$ cat config.mk
export PLATFORM = sky130hd
export DESIGN_NAME = conv_img_streamer
export DESIGN_NICKNAME = d
export VERILOG_FILES = /design/src/rtl/conv_img_streamer.sv
export SDC_FILE = /design/constraint.sdc
export NUM_CORES = 1
export LEC_CHECK = 0
export ABC_AREA = 1
export BUFFER_PORTS_ARGS = -buffer_cell sky130_fd_sc_hd__buf_2
export CAP_MARGIN = 0
export CORE_AREA = 4 4 261 263
export DETAILED_ROUTE_END_ITERATION = 10
export DIE_AREA = 0 0 265 267
export GPL_TIMING_DRIVEN = 0
export PLACE_DENSITY = 0.7
export SLEW_MARGIN = 20
export SYNTH_ARGS = -nofsm -noshare
export SYNTH_HDL_FRONTEND = slang
export SYNTH_SLANG_ARGS = --single-unit
$ cat constraint.sdc
create_clock -name clk -period 4.2 [get_ports clk]
set_clock_uncertainty 0.2 [all_clocks]
set_input_delay 0.42 -clock clk [delete_from_list [all_inputs] [get_ports clk]]
set_output_delay 0.42 -clock clk [all_outputs]
set_load 0.01 [all_outputs]
$ cat src/rtl/conv_img_streamer.sv
// -----------------------------------------------------------------------------
// conv_img_streamer
//
// Output-side companion to the convolution core. The core presents its whole
// result as one flat ROWS x COLS x PIX_W bus and pulses done. This block
// captures that bus into a shadow register on a load strobe (tie load to done).
// It then streams the pixels out one per valid/ready handshake in row-major
// order, with row/column indices and start-of-frame, end-of-line and
// end-of-frame markers, for downstream display and memory logic.
//
// Pixel (r,c) sits at img_in[(r*COLS+c)*PIX_W +: PIX_W].
//
// Ports
//   clk         in   1            rising-edge clock
//   rst         in   1            synchronous reset, active-low
//   load        in   1            capture strobe for img_in
//   img_in      in   IMG_W        flat image bus
//   busy        out  1            high while a frame is being streamed
//   pix_valid   out  1            pix_data and markers are valid
//   pix_ready   in   1            downstream accepts the beat when high
//   pix_data    out  PIX_W        current pixel, 0 when pix_valid=0
//   pix_row     out  RW           row index of current pixel
//   pix_col     out  CW           column index of current pixel
//   sof         out  1            first pixel of the frame
//   eol         out  1            last pixel of a row
//   eof         out  1            last pixel of the frame
//   frame_done  out  1            pulse, cycle after the final beat transfers
//   overrun     out  1            pulse, cycle after a rejected load
// -----------------------------------------------------------------------------
module conv_img_streamer #(
  parameter  int ROWS  = 9,
  parameter  int COLS  = 9,
  parameter  int PIX_W = 8,
  localparam int IMG_W = ROWS * COLS * PIX_W,
  localparam int RW    = $clog2(ROWS),
  localparam int CW    = $clog2(COLS)
) (
  input  logic             clk,
  input  logic             rst,
  input  logic             load,
  input  logic [IMG_W-1:0] img_in,
  output logic             busy,
  output logic             pix_valid,
  input  logic             pix_ready,
  output logic [PIX_W-1:0] pix_data,
  output logic [RW-1:0]    pix_row,
  output logic [CW-1:0]    pix_col,
  output logic             sof,
  output logic             eol,
  output logic             eof,
  output logic             frame_done,
  output logic             overrun
);

  localparam int NPIX = ROWS * COLS;
  localparam int IW   = $clog2(NPIX);

  typedef enum logic {
    IDLE   = 1'b0,
    STREAM = 1'b1
  } state_t;

  state_t             state_q, state_d;
  logic [RW-1:0]      row_q, row_d;
  logic [CW-1:0]      col_q, col_d;
  logic [IMG_W-1:0]   shadow_q, shadow_d;
  logic               frame_done_q, frame_done_d;
  logic               overrun_q, overrun_d;

  logic               valid;
  logic               last_pos;
  logic               col_last;
  logic               beat;
  logic               final_beat;
  logic               load_ok;
  logic               load_take;
  logic [IW-1:0]      pix_idx;
  logic [PIX_W-1:0]   pix_arr [NPIX];

  // View the shadow register as an array of pixels so the output mux is a
  // plain indexed read by linear position.
  generate
    for (genvar gi = 0; gi < NPIX; gi++) begin : g_unpack
      assign pix_arr[gi] = shadow_q[gi*PIX_W +: PIX_W];
    end
  endgenerate

  assign valid      = (state_q == STREAM);
  assign col_last   = (col_q == CW'(COLS - 1));
  assign last_pos   = (row_q == RW'(ROWS - 1)) && col_last;
  assign beat       = valid && pix_ready;
  assign final_beat = beat && last_pos;

  // A new image may only replace the shadow when nothing is in flight, or in
  // the very cycle the last pixel leaves; this gives gap-free back-to-back
  // frames without ever corrupting a frame mid-stream.
  assign load_ok    = !valid || final_beat;
  assign load_take  = load && load_ok;

  assign pix_idx    = IW'(row_q) * IW'(COLS) + IW'(col_q);

  always_comb begin
    state_d      = state_q;
    row_d        = row_q;
    col_d        = col_q;
    shadow_d     = shadow_q;
    frame_done_d = final_beat;
    overrun_d    = load && !load_ok;

    if (load_take) begin
      shadow_d = img_in;
      row_d    = '0;
      col_d    = '0;
      state_d  = STREAM;
    end else if (beat) begin
      if (last_pos) begin
        // Counters return to the origin so idle outputs read as zero.
        row_d   = '0;
        col_d   = '0;
        state_d = IDLE;
      end else if (col_last) begin
        col_d = '0;
        row_d = row_q + RW'(1);
      end else begin
        col_d = col_q + CW'(1);
      end
    end
  end

  always_ff @(posedge clk) begin
    if (!rst) begin
      state_q      <= IDLE;
      row_q        <= '0;
      col_q        <= '0;
      shadow_q     <= '0;
      frame_done_q <= 1'b0;
      overrun_q    <= 1'b0;
    end else begin
      state_q      <= state_d;
      row_q        <= row_d;
      col_q        <= col_d;
      shadow_q     <= shadow_d;
      frame_done_q <= frame_done_d;
      overrun_q    <= overrun_d;
    end
  end

  // Everything below decodes registered state only, so data and markers stay
  // stable while the downstream stalls.
  assign busy       = valid;
  assign pix_valid  = valid;
  assign pix_data   = valid ? pix_arr[pix_idx] : '0;
  assign pix_row    = row_q;
  assign pix_col    = col_q;
  assign sof        = valid && (row_q == '0) && (col_q == '0);
  assign eol        = valid && col_last;
  assign eof        = valid && last_pos;
  assign frame_done = frame_done_q;
  assign overrun    = overrun_q;

endmodule

==> impl_metrics.json <==
{
  "yosys_warnings": 0,
  "violations": "negative setup slack",
  "top_layer": "met5",
  "max-slew-margin-rel": 0.423,
  "worstMarginPinSlew_ns": 0.866,
  "max_freq_mhz": 237,
  "drive_gt1_frac": 0.197,
  "netlist_area_mm2": 0.0302,
  "leakage_nw": 19.5,
  "setup_viol": 2,
  "outcome": "complete, but fails checks",
  "peakVddDrop_mv": 0.453,
  "synth-xor-area-share": 0.00174,
  "grt_max_degree": 15,
  "mappedNetlistNets": 5057,
  "clock_latency_ns": 0.60,
  "hold_ws_ns": 0.0337,
  "muxShareOfSynthArea": 0,
  "wl_met1_mm": 56.8,
  "drt_iter0_markers": 4897,
  "drt-vias-per-instance": 5.69,
  "antenna_found_initial": 42,
  "die-area_mm2": 0.0708,
  "die_width_um": 265,
  "yosys.area.top_type": "dfxtp_1",
  "area_growth_syn_to_layout_pct": 47.9,
  "wl_per_cell_um": 23.1,
  "cp-start-kind": "flip-flop",
  "clock_sink_count": 659,
  "cp.required_ns": 3.58,
  "ys_seq_elements": 659,
  "grt_pass1_wl_mm": 225,
  "first_global_vias": 37300,
  "gp_congestion": 0.969,
  "h-tree-depth": 3,
  "drt_wl_total_mm": 156,
  "post-route-util": 0.680,
  "wl_met2_mm": 69.6,
  "cts_tree": "built",
  "route.vias.total": 38300,
  "final_nets": 6455,
  "synth.area.top_cells": "dfxtp_1, nor2_1, nand3_1, o21ai_1, nand2_1",
  "drv_slew": 0,
  "synthCells": 4389,
  "maxCapViolations": 0,
  "cp_max_fo": 10,
  "final_common_cell": "nor2_1",
  "die_y_um": 267,
  "pwr_density_cell_mw_per_mm2": 376,
  "synth_adder_area_share": 0.00688,
  "synthFlopType": "dfxtp_1",
  "drc": 0,
  "synth_top_family_by_area": "simple AND/OR/NAND/NOR gates",
  "initial_utilization": 0.460,
  "yosys.area_share.simple": 0.357,
  "min_period_ns": 4.21,
  "grt_remaining_overflow": 0,
  "core-area_mm2": 0.0656,
  "endpoint_kind": "primary output",
  "root_buffer": "clkbuf_16",
  "fin_crit_sh": 1.00,
  "track_usage": 0.418,
  "first_pass_iters": 8,
  "drtAntennaViolNets": 0,
  "final_cell_mix": "nor2_1, nand2_1, buf_2",
  "rows": 94,
  "synth-edff-count": 0,
  "synth_cell_type_count": 30,
  "cp.arrival_ns": 3.59,
  "dp_hpwl_mm": 105,
  "ys_seq_area_frac": 0.437,
  "hp-class": "in -> reg",
  "rsz0062_at_grt": "true",
  "finalWorstSetupSlack_ns": -0.0144,
  "path_class": "reg -> out",
  "ctsLongestPathBuffers": 3,
  "clkTransAtPathRegs_ns": 0.06,
  "numCtsBuffers": 72,
  "ios": 675,
  "ys_async_sr_fraction": 0,
  "synth-compound-area-share": 0.112,
  "avgSynthCellArea_um2": 6.87,
  "wl_met3_mm": 17.4,
  "port_buffers": 673,
  "yosys.area.top_type_share": 0.437,
  "hold_viol_final": 0
}
==> area by class of cell <==
| type | count | area, µm² |
|---|---|---|
| antenna | 29 | 72.6 |
| fill | 5500 | 21000 |
| inverter | 35 | 148 |
| buffer | 355 | 2830 |
| multi-input combinational | 3340 | 14900 |
| clock inverter | 24 | 343 |
| tap | 864 | 1080 |
| timing repair buffer | 1324 | 9950 |
| clock buffer | 105 | 2150 |
| sequential | 659 | 13200 |
==> metrics by stage <==
stage	power, mW	setup WS, ns	std cells	TNS (ns)	cell area, µm²
after floorplan	8.48	0.912	4389	0	30200
after CTS	16.6	0.00146	6700	0	44100
final	16.8	-0.0144	6735	-0.0155	44600
after global placement	9.39	-0.623	5926	-4.10	34600
after global routing	17.3	-0.0225	6727	-0.0506	44600
after detailed placement	9.43	-0.627	5926	-4.08	34600
==> sequential cells by signal, summed over array words and instances, names as in the netlist <==
name        flops
shadow_q      648
pix_col         4
pix_row         4
busy            1
frame_done      1
overrun         1
==> worst paths after layout <==
path / startpoint / endpoint / slack [ns] / cells after the start
setup / recovery: pix_row[1] / pix_data[1] / -0.01 / 12
hold / removal: img_in[589] / shadow_q[589] / 0.03 / 3
setup reg to reg: pix_col[0] / shadow_q[583] / 1.47 / 12
hold reg to reg: shadow_q[515] / shadow_q[515] / 0.26 / 2
==> per-layer routing <==
layer	GRT usage	vias to the layer above
met5	0.00135	-
met4	0.276	28
met3	0.104	824
met2	0.665	2813
met1	0.502	17500
li1	-	17200
==> report_power, final <==
group	internal, mW	switching, mW	leakage (nW)
registers	6.74	0.293	5.46
logic	1.33	1.64	12.8
clock network	4.04	2.74	1.22
total	12.1	4.68	19.5
==> kinds of logic (layout without fill, tap and decap cells) <==
kind of cell / count (synthesis) / after routing
DFF: 659 / 659
other: 0 / 29
AOI/OAI and AO/OA: 674 / 674
adders and majority gates: 16 / 16
buffers and inverters: 390 / 1843
and+or+nand+nor: 2644 / 2644
xor gates and xnor gates: 6 / 6
==> worst max-delay path, stage by stage, from the launching register on <==
cell,delay (ns)
dfxtp_4,0.37
ha_1,0.30
ha_2,0.20
fa_2,0.64
clkbuf_16,0.21
buf_8,0.17
nand3_1,0.15
nand3_2,0.13
nand3_2,0.13
nand3_4,0.15
nand2_1,0.10
a21oi_2,0.26
buf_2,0.18
==> synth_stat cells (5+ instances only) <==
| cell type | count |
|---|---|
| a21oi_1 | 23 |
| buf_1 | 23 |
| buf_2 | 59 |
| buf_6 | 136 |
| clkbuf_1 | 135 |
| dfxtp_1 | 659 |
| ha_1 | 15 |
| inv_1 | 29 |
| nand2_1 | 723 |
| nand3_1 | 611 |
| nand4_1 | 11 |
| nor2_1 | 1286 |
| nor3_1 | 5 |
| o21ai_0 | 47 |
| o21ai_1 | 601 |
| xor2_1 | 6 |
==> timing repair <==
action                                 CTS  global route
hold buffers                           644             0
gates resized for setup                190           106
setup endpoints to repair                8             8
endpoints found under the hold margin  644             0
setup buffers                            1             5
pin swaps                                8            19
cloned                                   0             1
No activity file was read; power rests on OpenSTA's default activity.
